$ cat src/rtl/fetch_queue_pkg.sv
// Shared types for the fetch-to-decode packet queue.
// Field widths match the fetch_queue default parameters.
package fetchPkg;

    localparam int FQ_DEPTH = 8;
    localparam int FQ_WIDTH = 31;
    localparam int FQ_INDEX = 7;

    typedef struct packed {
        logic [FQ_WIDTH:0] instr;
        logic [FQ_WIDTH:0] pc;
        logic [FQ_WIDTH:0] predictedPC;
        logic [FQ_INDEX:0] GHRIndex;
        logic [1:0]        PHTState;
        logic              redirect;
    } fetchPacket_t;

endpackage

$ cat src/rtl/fetch_queue_mem.sv
// Packet storage: one synchronous write port, one asynchronous read port.
// Contents are not reset; validity is tracked by the queue count.
import fetchPkg::*;

module fetch_queue_mem #(
    parameter int AW = 3
) (
    input  logic          clk,
    input  logic          i_we,
    input  logic [AW-1:0] i_waddr,
    input  fetchPacket_t  i_wdata,
    input  logic [AW-1:0] i_raddr,
    output fetchPacket_t  o_rdata
);

    fetchPacket_t r_mem [2**AW];

    always_ff @(posedge clk) begin
        if (i_we) begin
            r_mem[i_waddr] <= i_wdata;
        end
    end

    assign o_rdata = r_mem[i_raddr];

endmodule

$ cat src/rtl/fetch_queue.sv
// Eight-entry in-order queue between fetch and decode.
// Flush empties it in one cycle; full/empty come from the count only.
import fetchPkg::*;

module fetch_queue #(
    parameter int WIDTH    = 31,
    parameter int INDEX    = 7,
    parameter int Q        = 2,
    parameter int AF_LEVEL = 6
) (
    input  logic             clk,
    input  logic             globalReset,
    input  logic             flush,
    input  logic             fetchValid,
    input  logic [WIDTH:0]   instr,
    input  logic [WIDTH:0]   instrPC,
    input  logic [WIDTH:0]   predictedPCF,
    input  logic [INDEX:0]   GHRIndex,
    input  logic [1:0]       PHTState,
    input  logic             redirect,
    output logic             freeze,
    output logic             almostFull,
    input  logic             decodeReady,
    output logic             outValid,
    output logic [WIDTH:0]   outInstr,
    output logic [WIDTH:0]   outPC,
    output logic [WIDTH:0]   outPredictPC,
    output logic [INDEX:0]   outGHRIndex,
    output logic [1:0]       outPHTState,
    output logic             outRedirect,
    output logic [Q+1:0]     count
);

    logic [Q:0]    r_wrPtr;
    logic [Q:0]    r_rdPtr;
    logic [Q+1:0]  r_count;
    logic          w_push;
    logic          w_pop;
    fetchPacket_t  w_wrPkt;
    fetchPacket_t  w_rdPkt;

    assign freeze     = (r_count == (Q+2)'(FQ_DEPTH));
    assign outValid   = (r_count != '0);
    assign almostFull = (r_count >= (Q+2)'(AF_LEVEL));
    assign count      = r_count;

    assign w_push = fetchValid & ~freeze & ~flush;
    assign w_pop  = decodeReady & outValid & ~flush;

    always_comb begin
        w_wrPkt             = '0;
        w_wrPkt.instr       = instr;
        w_wrPkt.pc          = instrPC;
        w_wrPkt.predictedPC = predictedPCF;
        w_wrPkt.GHRIndex    = GHRIndex;
        w_wrPkt.PHTState    = PHTState;
        w_wrPkt.redirect    = redirect;
    end

    fetch_queue_mem #(
        .AW (Q+1)
    ) u_mem (
        .clk     (clk),
        .i_we    (w_push),
        .i_waddr (r_wrPtr),
        .i_wdata (w_wrPkt),
        .i_raddr (r_rdPtr),
        .o_rdata (w_rdPkt)
    );

    // Flush wins over any push or pop in the same cycle.
    always_ff @(posedge clk or negedge globalReset) begin
        if (!globalReset) begin
            r_wrPtr <= '0;
            r_rdPtr <= '0;
            r_count <= '0;
        end else if (flush) begin
            r_wrPtr <= '0;
            r_rdPtr <= '0;
            r_count <= '0;
        end else begin
            if (w_push) begin
                r_wrPtr <= r_wrPtr + 1'b1;
            end
            if (w_pop) begin
                r_rdPtr <= r_rdPtr + 1'b1;
            end
            unique case ({w_push, w_pop})
                2'b10:   r_count <= r_count + 1'b1;
                2'b01:   r_count <= r_count - 1'b1;
                default: r_count <= r_count;
            endcase
        end
    end

    // Stale storage is masked so an empty queue shows all-zero fields.
    assign outInstr     = outValid ? w_rdPkt.instr       : '0;
    assign outPC        = outValid ? w_rdPkt.pc          : '0;
    assign outPredictPC = outValid ? w_rdPkt.predictedPC : '0;
    assign outGHRIndex  = outValid ? w_rdPkt.GHRIndex    : '0;
    assign outPHTState  = outValid ? w_rdPkt.PHTState    : '0;
    assign outRedirect  = outValid ? w_rdPkt.redirect    : 1'b0;

endmodule

$ cat config.mk
export PLATFORM = sky130hd
export DESIGN_NAME = fetch_queue
export DESIGN_NICKNAME = d
export VERILOG_FILES = /design/src/rtl/fetch_queue_pkg.sv /design/src/rtl/fetch_queue_mem.sv /design/src/rtl/fetch_queue.sv
export SDC_FILE = /design/constraint.sdc
export NUM_CORES = 1
export LEC_CHECK = 0
export BUFFER_PORTS_ARGS = -buffer_cell sky130_fd_sc_hd__buf_2
export CORE_AREA = 2 2 251 253
export DETAILED_ROUTE_END_ITERATION = 10
export DIE_AREA = 0 0 253 255
export PLACE_DENSITY = 0.83
export SETUP_SLACK_MARGIN = 0.5
export SLEW_MARGIN = 25
export SYNTH_ARGS = -nofsm -noshare
export SYNTH_HDL_FRONTEND = slang
export SYNTH_SLANG_ARGS = --single-unit
$ cat constraint.sdc
create_clock -name clk -period 9.6 [get_ports clk]
set_input_delay 1.92 -clock clk [delete_from_list [all_inputs] [get_ports clk]]
set_output_delay 1.92 -clock clk [all_outputs]
set_load 0.05 [all_outputs]
==> impl.org <==
** Layout
- The filler cells instantiated in the layout total approximately 4200.
- Flip-flop and latch area :: approximately 26000 um^2
- Summing all non-filler instances in the final layout gives an area of around 38000 um^2.
- Signed area change from the synthesized netlist to the final layout :: 14.1%
- In the final layout, the share of cells above drive strength 1 is 0.340.
- The final layout contains approximately 1800 nets.
- After the flow finishes, the layout carries non-filler instances totaling around 2600.
- Multi-input gate area in the final layout :: a little under 7000 um^2
- End-of-flow core utilization :: 0.608

** Logic synthesis
- Post-synthesis net count :: 1556
- Count of distinct cell types in the synthesized netlist :: 40
- Register area share after synthesis :: 0.784
- Synthesis produced a netlist whose cell count is ~1400.
- The Yosys step of the flow raised 0 warnings.
- The cell area that synthesis handed to floorplanning was about 33000 um^2.
- Synthesis inferred a little under 900 register bits.
- Synthesized area per cell :: around 23 um^2

** Setup path
- Crit start category :: register
- Cell mode on critical path :: buf_4
- Cells along the critical path :: buf_4 -> buf_4 -> mux4_2 -> mux2i_1 -> nor2_1 -> buf_2
- Data on the critical path arrives at its endpoint at between 3 and 4 ns.
- Largest stage delay, worst path :: approximately 0.96 ns
- The critical path contains buffers and inverters numbering 3 combined.
- Number of cells traversed by the worst register-to-register path :: 6
- Critical path start-end classification :: register to primary output
- Crit Reg-Reg Startpoint :: count[1]
- Maximum fanout along the worst path :: 50
- Element type at the critical path end :: primary output
- Cell class contributing the biggest share of worst-path delay :: buffers and inverters
- Logic depth of the worst setup path including buffers :: 6
- Slowest stage cell, crit path :: dfrtp_4
- Worst setup path startpoint :: r_rdPtr[1]
- Worst Path Required :: about 7.7 ns

** Global route
- Overall overflow remaining after global route :: 0
- Gr usage total :: 0.215
- The initial antenna violation count came to 15.
- The via count of the first global-routing pass is 16243.
- The first global-routing pass estimated 101000 um of wire.
- Maximum number of pins on one net before global-route repair :: around 110

** Placed design
- Number of cells in the design after placement :: ~2400
- The HPWL after detailed placement is approximately 36000 um.
- Once placement finished, the instance area stood at approximately 35000 um^2.
- OpenSTA, run right after detailed placement, puts the worst setup slack at ~4.3 ns.
- GPL Wtd Cong :: approximately 0.75
- Count of buffers from port buffering :: ~230

** Worst hold path
- Hold Path Class :: register to register
- Cell depth of the worst hold path :: 2
- Origin of the worst min-delay path :: r_wrPtr[0]

** Clock tree
- Clock tree root driver cell :: clkbuf_16
- Count of buffers added by post-CTS timing repair for setup :: 0
- The longest clock path from root to sink contains 3 buffers.
- TritonCTS built the clock tree.
- Buffers inserted to repair hold after CTS numbered 0.
- Post-CTS repair changed the size of 0 cells.
- After clock tree synthesis, the clock-pin slew on the worst setup and hold paths is ~0.06 ns.
- Clock latency on the worst-skew pair, taken at its later pin, is between 0.6 and 0.7 ns.
- In this run, CTS created clock tree buffers numbering between 80 and 90.
- H-tree levels :: 3
- Clock tree synthesis found a total of slightly below 900 sinks.

** STA
- Worst slew margin relative to its limit :: 0.321
- Post-Route Skew :: around 0.027 ns
- Final Hold Violating Endpoints :: 0
- In the finished design, the share of the clock period the worst path needs comes to 0.614.
- Final Slew Violations :: 0
- Slew @ Worst Pin :: 1.02 ns
- Based on the critical path, the design can be clocked at up to about 0.17 GHz.
- Final period demand of the worst path :: between 5 and 6 ns
- Total of endpoints with negative setup slack in the final report :: 0
- The worst path meets setup with roughly 3.7 ns of slack.
- Sum of negative setup slack :: 0 ns
- Setup repair after global routing left no endpoint under its margin.

** Power and ir drop
- VDD sags by at most between 200 and 250 uV.
- P per Cell Area :: around 280 nW/um^2
- Leakage component of the power :: 0.0120 uW

** Die
- X dimension of the die :: approximately 250 um
- Placement row count :: between 90 and 100
- Die Span Y :: 255 um
- Die Area :: around 65000 um^2
- Starting utilization of the core area :: 0.532
- Number of placed I/O pins :: 226
- After floorplanning, the core was sized to cover slightly above 60000 um^2.

** Drt
- Total number of vias :: 15298
- After the first detailed-routing iteration, the DRC count stood at between 1000 and 1500.
- Total wirelength of the detailed-routed design :: roughly 70000 um
- Routed length per placed instance :: 26.6 um
- In the routed layout, each cell is associated on average with a via count of roughly 6.0.
- DRC violation count after routing :: 0
- In this run the remaining antenna-violating nets after routing total 0.
- Before antenna repair, the detailed router went through 5 iterations.

** Status
- The flow ran to the end, and the final reports show no timing, DRC or antenna violations.

** Job
- Max-cap violations in this run came to 0.
## worst paths after layout
path | end | slack, ns
setup / recovery | outInstr[9] | 3.71
hold / removal | r_wrPtr[0] | 0.61
setup reg to reg | u_mem.r_mem[4][40] | 5.49
hold reg to reg | r_wrPtr[0] | 0.61
max in group asynchronous | r_rdPtr[0] | 8.25
min in group asynchronous | r_wrPtr[1] | 1.13
## worst min-delay path, cell delays in order (launching register included)
cell,delay (ns)
dfrtp_1,0.41
xor2_1,0.09
nor2_1,0.07
## layer usage
layer / share of wire / global-route usage / vias to the layer above
met5: 0.0015 / 0 / -
met4: 0.021 / 0.0663 / 16
met3: 0.065 / 0.0494 / 125
met2: 0.53 / 0.376 / 527
met1: 0.38 / 0.268 / 8088
li1: - / - / 6542
## registers in the layout, indices dropped and copies added (netlist names)
register and cells:
u_mem.r_mem 856, r_wrPtr 3, r_rdPtr 3, count 4
## placed cells by master, fill, tap and decap left out, types with 7 or more instances in the layout
cell	count
nor2_1	114
buf_2	225
dfrtp_1	7
nor2_4	7
mux2i_1	107
edfxtp_1	856
clkbuf_1	21
clkinv_1	15
clkinv_2	18
clkbuf_16	87
buf_4	22
mux4_2	214
## power breakdown
group	switching [uW]	internal (uW)
Combinational	2060	892
Clock	1370	1730
Sequential	85.5	4300
Total	3520	6920
## stage by stage
stage | power, uW | hold slack (ns)
global route | 10800 | 0.637
finish | 10400 | 0.609
global placement | 7410 | 0.568
CTS | 10500 | 0.611
detailed placement | 7450 | 0.591
floorplan | 6710 | 0.548
## area by class of cell
class | instances | share of cell area
clock inverter | 45 | 0.00885
timing repair buffer | 251 | 0.0363
tap | 799 | 0.0265
inverter | 2 | 0.000199
multi-input combinational | 495 | 0.181
clock buffer | 108 | 0.0597
antenna | 5 | 0.000331
sequential | 866 | 0.688
## cells in the mapped netlist
cell type / number / area, um^2
nor3_1: 2 / 10.0
a31oi_1: 1 / 6.26
a21oi_1: 5 / 25.0
o21ai_1: 1 / 5.00
buf_4: 12 / 90.1
inv_2: 1 / 3.75
nor2b_1: 1 / 6.26
nand4b_1: 1 / 8.76
mux2_1: 1 / 11.3
o31ai_1: 2 / 15.0
nand3_1: 4 / 20.0
nand2b_1: 2 / 12.5
a2bb2oi_2: 1 / 15.0
nor2_4: 1 / 11.3
dfrtp_1: 10 / 250
a21oi_2: 2 / 17.5
a2bb2oi_1: 1 / 8.76
mux2i_1: 107 / 1070
xnor2_1: 3 / 26.3
edfxtp_1: 856 / 25700
or4b_1: 2 / 20.0
a21o_1: 1 / 7.51
nor2_1: 120 / 450
o41ai_1: 1 / 8.76
o21ai_0: 1 / 5.00
and2b_1: 1 / 7.51
ha_1: 4 / 50.1
clkbuf_1: 25 / 93.8
o311ai_1: 1 / 8.76
nand2_1: 5 / 18.8
o21a_1: 1 / 7.51
mux4_2: 214 / 4820
or3_4: 1 / 11.3
inv_1: 1 / 3.75
xor2_1: 5 / 43.8
nand3_2: 1 / 10.0
or3b_2: 1 / 8.76
or3_1: 1 / 6.26
buf_2: 30 / 150
buf_1: 10 / 37.5
## kinds of logic (layout without fill, tap and decap cells)
| logic type | Yosys count | in the layout | synth area share |
|---|---|---|---|
| AND/OR/NAND/NOR | 143 | 143 | 0.0182 |
| other | 0 | 5 | 0 |
| XOR/XNOR | 8 | 8 | 0.00212 |
| buffers and inverters | 79 | 406 | 0.0115 |
| AO/OA/AOI/OAI | 18 | 18 | 0.00393 |
| multiplexers | 322 | 322 | 0.178 |
| flip-flops | 866 | 866 | 0.784 |
| adder cells (fa/ha/maj) | 4 | 4 | 0.00151 |
(Power assumes the default switching activity.)
